## src/rtl/tmr_majority_voter.sv

```systemverilog
`default_nettype none
// ============================================================================
// Module      : tmr_majority_voter
// Description : Triple-modular-redundancy voter. It votes three replica words
//               bit by bit and tracks which replica keeps disagreeing. After
//               FAULT_THRESH consecutive evaluated cycles in which the same
//               replica deviates, that replica is excluded (DEGRADED) and a
//               resync is requested. If the two remaining replicas then
//               disagree, the block enters FAIL, which only rst can leave.
// Ports       : clk, rst               - clock, synchronous active-high reset
//               in_valid, in_a/b/c     - replica words, field k at [k*WIDTH +: WIDTH]
//               out_valid, out_data    - voted word (registered, 1-cycle latency)
//               dev_vec                - {C,B,A} replicas that deviated
//               state                  - 0 NORMAL, 1 SUSPECT, 2 DEGRADED, 3 FAIL
//               faulty_id              - excluded replica (0 A, 1 B, 2 C, 3 none)
//               resync_req, resync_ack - replica-resync handshake
//               err_count              - saturating count of disagreeing cycles
// Revision    : 1.0 - initial release
// ============================================================================
module tmr_majority_voter #(
    parameter int WIDTH        = 32,
    parameter int LANES        = 4,
    parameter int FAULT_THRESH = 3,
    parameter int CNT_W        = 16
) (
    input  logic                     clk,
    input  logic                     rst,
    input  logic                     in_valid,
    input  logic [LANES*WIDTH-1:0]   in_a,
    input  logic [LANES*WIDTH-1:0]   in_b,
    input  logic [LANES*WIDTH-1:0]   in_c,
    output logic                     out_valid,
    output logic [LANES*WIDTH-1:0]   out_data,
    output logic [2:0]               dev_vec,
    output logic [1:0]               state,
    output logic [1:0]               faulty_id,
    output logic                     resync_req,
    input  logic                     resync_ack,
    output logic [CNT_W-1:0]         err_count
);

    localparam int W        = LANES * WIDTH;
    localparam int STREAK_W = $clog2(FAULT_THRESH + 1);
    localparam logic [STREAK_W-1:0] C_THRESH    = STREAK_W'(FAULT_THRESH);
    localparam logic [STREAK_W-1:0] C_THRESH_M1 = STREAK_W'(FAULT_THRESH - 1);
    localparam logic [CNT_W-1:0]    C_CNT_MAX   = {CNT_W{1'b1}};

    typedef enum logic [1:0] {
        ST_NORMAL   = 2'd0,
        ST_SUSPECT  = 2'd1,
        ST_DEGRADED = 2'd2,
        ST_FAIL     = 2'd3
    } state_t;

    // Registered state and outputs
    state_t              r_state;
    logic                r_out_valid;
    logic [W-1:0]        r_out_data;
    logic [2:0]          r_dev_vec;
    logic [1:0]          r_faulty_id;
    logic [1:0]          r_suspect_id;
    logic [STREAK_W-1:0] r_streak;
    logic                r_resync_req;
    logic [CNT_W-1:0]    r_err_count;

    // Next-state values
    state_t              w_state;
    logic                w_out_valid;
    logic [W-1:0]        w_out_data;
    logic [2:0]          w_dev_vec;
    logic [1:0]          w_faulty_id;
    logic [1:0]          w_suspect_id;
    logic [STREAK_W-1:0] w_streak;
    logic                w_resync_req;
    logic [CNT_W-1:0]    w_err_count;

    // Voting datapath
    logic [W-1:0] w_maj;
    logic [2:0]   w_dev;
    logic         w_single;
    logic [1:0]   w_dev_id;
    logic [W-1:0] w_keep_lo;
    logic [W-1:0] w_keep_hi;
    logic [2:0]   w_pair_mask;
    logic         w_pair_miss;
    logic         w_err_inc;

    assign w_maj = (in_a & in_b) | (in_b & in_c) | (in_a & in_c);
    assign w_dev = {(in_c != w_maj), (in_b != w_maj), (in_a != w_maj)};

    // A lone deviation implies the other two words equal the majority, so a
    // one-hot w_dev can never coincide with the all-pairwise-unequal case.
    always_comb begin
        w_single = 1'b0;
        w_dev_id = 2'd0;
        case (w_dev)
            3'b001:  begin w_single = 1'b1; w_dev_id = 2'd0; end
            3'b010:  begin w_single = 1'b1; w_dev_id = 2'd1; end
            3'b100:  begin w_single = 1'b1; w_dev_id = 2'd2; end
            default: begin w_single = 1'b0; w_dev_id = 2'd0; end
        endcase
    end

    // Remaining pair while one replica is excluded; w_keep_lo is the lower id.
    always_comb begin
        w_keep_lo   = in_a;
        w_keep_hi   = in_b;
        w_pair_mask = 3'b011;
        case (r_faulty_id)
            2'd0:    begin w_keep_lo = in_b; w_keep_hi = in_c; w_pair_mask = 3'b110; end
            2'd1:    begin w_keep_lo = in_a; w_keep_hi = in_c; w_pair_mask = 3'b101; end
            default: begin w_keep_lo = in_a; w_keep_hi = in_b; w_pair_mask = 3'b011; end
        endcase
    end

    assign w_pair_miss = (w_keep_lo != w_keep_hi);

    // Next-state and output logic
    always_comb begin
        w_state      = r_state;
        w_out_valid  = 1'b0;
        w_out_data   = r_out_data;
        w_dev_vec    = r_dev_vec;
        w_faulty_id  = r_faulty_id;
        w_suspect_id = r_suspect_id;
        w_streak     = r_streak;
        w_resync_req = r_resync_req;
        w_err_inc    = 1'b0;

        case (r_state)
            ST_NORMAL, ST_SUSPECT: begin
                w_resync_req = 1'b0;
                if (in_valid) begin
                    w_out_valid = 1'b1;
                    w_out_data  = w_maj;
                    w_dev_vec   = w_dev;
                    w_err_inc   = (w_dev != 3'b000);
                    if (w_single) begin
                        if ((r_state == ST_SUSPECT) && (w_dev_id == r_suspect_id)) begin
                            if (r_streak >= C_THRESH_M1) begin
                                w_state      = ST_DEGRADED;
                                w_faulty_id  = r_suspect_id;
                                w_resync_req = 1'b1;
                                w_streak     = C_THRESH;
                            end else begin
                                w_streak = r_streak + STREAK_W'(1);
                            end
                        end else begin
                            w_suspect_id = w_dev_id;
                            w_streak     = STREAK_W'(1);
                            if (FAULT_THRESH == 1) begin
                                w_state      = ST_DEGRADED;
                                w_faulty_id  = w_dev_id;
                                w_resync_req = 1'b1;
                            end else begin
                                w_state = ST_SUSPECT;
                            end
                        end
                    end else begin
                        // Full agreement, multiple deviations or no majority.
                        w_state  = ST_NORMAL;
                        w_streak = '0;
                    end
                end
            end

            ST_DEGRADED: begin
                if (in_valid && w_pair_miss) begin
                    // Pair mismatch wins over a simultaneous resync_ack.
                    w_state      = ST_FAIL;
                    w_dev_vec    = w_pair_mask;
                    w_resync_req = 1'b0;
                    w_err_inc    = 1'b1;
                end else begin
                    if (in_valid) begin
                        w_out_valid = 1'b1;
                        w_out_data  = w_keep_lo;
                        w_dev_vec   = 3'b000;
                    end
                    if (resync_ack) begin
                        w_state      = ST_NORMAL;
                        w_faulty_id  = 2'd3;
                        w_resync_req = 1'b0;
                        w_streak     = '0;
                    end
                end
            end

            default: begin
                // FAIL: everything frozen until reset.
                w_resync_req = 1'b0;
            end
        endcase

        w_err_count = r_err_count;
        if (w_err_inc && (r_err_count != C_CNT_MAX)) begin
            w_err_count = r_err_count + CNT_W'(1);
        end
    end

    always_ff @(posedge clk) begin
        if (rst) begin
            r_state      <= ST_NORMAL;
            r_out_valid  <= 1'b0;
            r_out_data   <= '0;
            r_dev_vec    <= 3'b000;
            r_faulty_id  <= 2'd3;
            r_suspect_id <= 2'd0;
            r_streak     <= '0;
            r_resync_req <= 1'b0;
            r_err_count  <= '0;
        end else begin
            r_state      <= w_state;
            r_out_valid  <= w_out_valid;
            r_out_data   <= w_out_data;
            r_dev_vec    <= w_dev_vec;
            r_faulty_id  <= w_faulty_id;
            r_suspect_id <= w_suspect_id;
            r_streak     <= w_streak;
            r_resync_req <= w_resync_req;
            r_err_count  <= w_err_count;
        end
    end

    assign out_valid  = r_out_valid;
    assign out_data   = r_out_data;
    assign dev_vec    = r_dev_vec;
    assign state      = r_state;
    assign faulty_id  = r_faulty_id;
    assign resync_req = r_resync_req;
    assign err_count  = r_err_count;

endmodule
`default_nettype wire

```

## config.mk

```make
export PLATFORM = sky130hd
export DESIGN_NAME = tmr_majority_voter
export DESIGN_NICKNAME = d
export VERILOG_FILES = /design/src/rtl/tmr_majority_voter.sv
export SDC_FILE = /design/constraint.sdc
export NUM_CORES = 1
export LEC_CHECK = 0
export BUFFER_PORTS_ARGS = -buffer_cell sky130_fd_sc_hd__buf_2
export CORE_UTILIZATION = 28
export DETAILED_ROUTE_END_ITERATION = 12
export PLACE_DENSITY_LB_ADDON = 0.05
export SKIP_CTS_REPAIR_TIMING = 1
export SYNTH_ARGS = -nofsm -noshare
export SYNTH_HDL_FRONTEND = slang
export SYNTH_SLANG_ARGS = --single-unit
```

## constraint.sdc

```tcl
create_clock -name clk -period 6.7 [get_ports clk]
set_input_delay 0.67 -clock clk [delete_from_list [all_inputs] [get_ports clk]]
set_output_delay 0.67 -clock clk [all_outputs]
set_load 0.03 [all_outputs]
```

# Word-level counts from Yosys, hierarchy flattened
# Index checks and enable logic that the tools add are counted.
# totals
output_inout_bits,153
input_bits,388
word_cells,102
reg_bits,157
# op_classes
n_addsub,2
reduce_logical,16
n_mux,46
n_eq_ne,22
order_cmp,1
bitwise_logic,6
# op_table
op,n
$mux W128,5
$ne A128 B128 Y1,4
$and A128 B128 Y128,3
$or A128 B128 Y128,2
$pmux W128 S2,1
$mux W2,17
$add A16 B1 Y16 const B,1
$ne A16 B16 Y1 const B,1
$pmux W2 S2,4
$reduce_and A4 Y1,4
$ne A2 B2 Y1 const B,7
$pmux W3 S2,2
$mux W1,11
$mux W3,3
$reduce_and A7 Y1,1
$ne A3 B3 Y1 const B,2
$pmux W1 S2,3
$eq A2 B1 Y1 const B,2
$logic_not A2 Y1,2
$ne A4 B4 Y1 const B,1
$reduce_or A2 Y1,2
$eq A3 B1 Y1 const B,1
$eq A3 B2 Y1 const B,1
$eq A3 B3 Y1 const B,1
other kinds (10),12

# Logic depth before layout (Yosys ltp)
# depth
word_depth,12
depth_mapped,16

# Least setup slack after synthesis
# Ideal clock, no wire load.
# synth_timing
path_type,reg-to-reg
from,"register r_faulty_id[0], in the netlist faulty_id[0]"
to,"register r_err_count[13], in the netlist err_count[13]"
t_required_ns,6.572
path_slack_ns,3.390
n_path_buf,4
setup_time_ns,0.128
arrival_time_ns,3.182
path_stages_with_launch,16
path_cell_list,dfxtp_1 > buf_2 > buf_2 > buf_2 > mux2i_1 > xnor2_1 > nor4_1 > a21oi_1 > nor4_1 > nand3_1 > o211a_2 > o2111ai_1 > buf_2 > nor3_1 > xnor2_1 > nor2_1
# synth_between
elab_chain_len,8
# synth_lines
item,line,text
from (decl),60,logic [1:0] r_faulty_id;
from (signal assigned),217,r_faulty_id <= w_faulty_id;
$eq A2 B1 Y1 / $logic_not A2 Y1 (equally long branches),109,case (r_faulty_id)
$reduce_or A2 Y1 (no source line),-,
$mux W128,109,
$ne A128 B128 Y1 *,116,assign w_pair_miss = (w_keep_lo != w_keep_hi);
$logic_and A1 B1 Y1 *,168,if (in_valid && w_pair_miss) begin
$mux W1 *,168,
$pmux W1 S2 *,130,case (r_state)
$logic_and A1 B1 Y1 *,196,if (w_err_inc && (r_err_count != C_CNT_MAX)) begin
to (signal assigned),221,r_err_count <= w_err_count;
to (decl),64,logic [CNT_W-1:0] r_err_count;
# Mark *: on every way between the ends. The rest lies on a longest branch, timed or not.
# A chain may end at the register's enable or synchronous reset.

# Final worst setup path
# layout_timing
from,"register r_faulty_id[0], in the netlist faulty_id[0]"
to,"register r_out_data[32], in the netlist out_data[32]"
# layout_between
elab_chain_len,7
# layout_lines
item,line,text
$eq A2 B1 Y1 / $logic_not A2 Y1 (equally long branches),109,
$reduce_or A2 Y1 (no source line),-,
$mux W128,109,
$ne A128 B128 Y1,116,
$logic_and A1 B1 Y1,168,
$ne A2 B2 Y1 (no source line),-,
$reduce_and A4 Y1 (no source line),-,
to (signal assigned),215,r_out_data <= w_out_data;
to (decl),58,logic [W-1:0] r_out_data;
# Several ways; a longest one is shown, not always the timed one. The select of a mux whose other input is x is not followed.

==> impl_metrics.env <==
export IMPL_outcome="finished, final reports clean"
export IMPL_max_stage_delay_ps=800
export IMPL_layout_min_cycle_time_ps=5197
export IMPL_place_ws_ps=1535
export IMPL_synth_top_area_cell="dfxtp_1"
export IMPL_ant_nets=0
export IMPL_grt_pass1_vias=23300
export IMPL_first_pass_iters=7
export IMPL_max_slew_margin_pct=6.191
export IMPL_final_cell_mix="541 x buf_2, 274 x a21oi_1, 271 x o21ai_0"
export IMPL_netlist_area_leader_share_pct=14.04
export IMPL_setup_violations=0
export IMPL_drc=0
export IMPL_port_buffers=540
export IMPL_die_y_um=284.8
export IMPL_ys_flop_type="dfxtp_1"
export IMPL_worst_path_buf_inv=2
export IMPL_insertion_delay_ps=540
export IMPL_hold_ws_ps=452.5
export IMPL_globalplace_congestion=0.9904
export IMPL_timing_critical_path_cells="buf_12 -> mux2i_1 -> xnor2_1 -> nor4_1 -> nand4_1 -> nor3_1 -> o211ai_1 -> nor2_1 -> o21ai_4 -> buf_12 -> a21o_1 -> a21oi_1"
export IMPL_cts_tree="built"
export IMPL_ys_async_sr_fraction_pct=0
export IMPL_fmax_ghz=0.1924
export IMPL_num_rows=103
export IMPL_fin_nets=3799
export IMPL_die_area_mm2=0.08110
export IMPL_rsz0062_at_grt="false"
export IMPL_hpwl_um=117600
export IMPL_drtIter0Drc=2550
export IMPL_skew_ps=18.22
export IMPL_netlist_area_mm2=0.02239
export IMPL_worstMarginPinSlew_ps=1404
export IMPL_core_mm2=0.07900
export IMPL_synth_edf_count=0
export IMPL_grt_pass1_wl_um=193900
export IMPL_numCtsBuffers=17
export IMPL_vias=26210
export IMPL_htreeDepth=4
export IMPL_grt_max_degree=132
export IMPL_tritoncts_num_sinks=157
export IMPL_yosysSeqAreaShare_pct=14.04
export IMPL_synth_area_top_cells="dfxtp_1 14%, and3b_1 8.9%, nor3b_1 7.6%, xnor2_1 7.4%, a21oi_1 6.1%"
export IMPL_p_leak_nw=11.14
export IMPL_crit_arrival_ps=5580
export IMPL_fin_util_pct=32.25
export IMPL_cts_root_buf="clkbuf_16"
export IMPL_peakVddDrop_uv=211.4
export IMPL_io_pins=541
export IMPL_layout_drive_gt1_share_pct=18.73
export IMPL_antenna_found_initial=21
export IMPL_crit_family="compound AO/OA/AOI/OAI gates"
export IMPL_worst_setup_path_type="reg -> reg"
export IMPL_synth_cells=3244
export IMPL_hold_path_class="reg -> reg"
export IMPL_hold_violations=0
export IMPL_cap_violations=0
export IMPL_clk_pin_slew_worst_paths_ps=80
export IMPL_routedWlPerCell_um=32.21
export IMPL_routed_via_density=5.843
export IMPL_syn_nets=3633
export IMPL_syn_to_final_growth_pct=13.80
export IMPL_critical_path_required_ps=7080
export IMPL_track_usage_pct=34.30
export IMPL_cts_buffer_depth=2
export IMPL_die_width_um=284.8
export IMPL_final_common_cell="buf_2"
export IMPL_slew_viol_final=0
export IMPL_synth_seq_cells=157
export IMPL_syn_area_per_cell_um2=6.902
export IMPL_fin_crit_sh_pct=77.56
export IMPL_wl_um=144500
export IMPL_overflow=0
export IMPL_worstSetupStartpointType="register"
export IMPL_worstSetupEndpointType="register"
export IMPL_yosysUniqueCellTypes=60
export IMPL_slowest_stage="o21ai_4"
export IMPL_p_per_area_mw_per_mm2=145.1
export IMPL_initial_core_util_pct=28.34
export IMPL_cp_max_fo=67
export IMPL_worst_slack_ps=1503
export IMPL_tns_ps=0
export IMPL_yosysWarnings=0
export IMPL_cpMostUsedCell="buf_12"
-- where the power goes --
group	switching, mW	internal, mW	leakage [nW]
registers	0.0309	0.977	1.28
clock network	0.533	0.535	0.294
logic	1.11	0.509	9.56
-- worst paths after layout --
check / slack [ps] / depth (start not counted) / from / endpoint
max: 1500 / 12 / faulty_id[0] / out_data[32]
min: 450 / 2 / out_data[86] / out_data[86]
max reg2reg: 1500 / 12 / faulty_id[0] / out_data[32]
min reg2reg: 450 / 2 / out_data[86] / out_data[86]
-- worst min-delay path, stage by stage, from the launching register on --
cell and delay [ps]:
dfxtp_1 310, nand2_1 50, a21oi_1 50
-- cells by family after synthesis --
family	synth area share, %
simple gates	36.14
compound gates	23.51
buf+inv	10.03
xor+xnor	10.05
flops	14.04
mux	6.181
fa+ha+maj	0.05588
-- per-layer routing --
metal | global-route usage (%) | routed length (um)
met1 | 46.29 | 64580
met2 | 54.76 | 65470
met3 | 4.480 | 8217
met4 | 14.13 | 6108
met5 | 0 | 79
-- Yosys cell counts (all sizes together), types with 2 or more instances --
master / count
buf: 222
nor4: 145
nand3b: 2
xnor2: 189
o21ai: 272
a21oi: 275
a2bb2oi: 2
and4: 2
nand3: 16
nor2b: 39
nand4: 79
mux2i: 137
or4: 4
a2111oi: 58
nand2b: 129
inv: 41
and2: 3
o21a: 2
a311oi: 2
clkbuf: 217
a221oi: 9
a22oi: 2
o2111ai: 2
o22ai: 115
or3: 10
nor2: 169
xor2: 68
a21o: 130
nor3: 13
o211ai: 3
dfxtp: 157
nor3b: 227
and3b: 227
nand2: 260
-- registers in the layout (all words and copies together), names as in the netlist --
register      count
out_data        128
err_count        16
dev_vec           3
faulty_id         2
r_streak          2
r_suspect_id      2
state             2
out_valid         1
resync_req        1
-- per-stage QoR --
stage                     std cells  cell area [um2]  total power [mW]
after floorplan                3244            22390             1.936
after global placement         4438            24820             2.603
after detailed placement       4440            24850             2.613
after CTS                      4472            25440             3.709
after global routing           4477            25460             3.838
final                          4485            25480             3.697
-- area by class of cell --
| type | count | area (um2) |
|---|---|---|
| diodes | 12 | 30.03 |
| clock buffers | 18 | 439.2 |
| clock inverters | 14 | 155.1 |
| fillers | 8768 | 53520 |
| inverters | 41 | 153.9 |
| multi-input cells | 2607 | 17090 |
| flip-flops and latches | 157 | 3147 |
| well taps | 1050 | 1314 |
| repair buffers | 586 | 3147 |
Power figures use the tool's default switching activity.
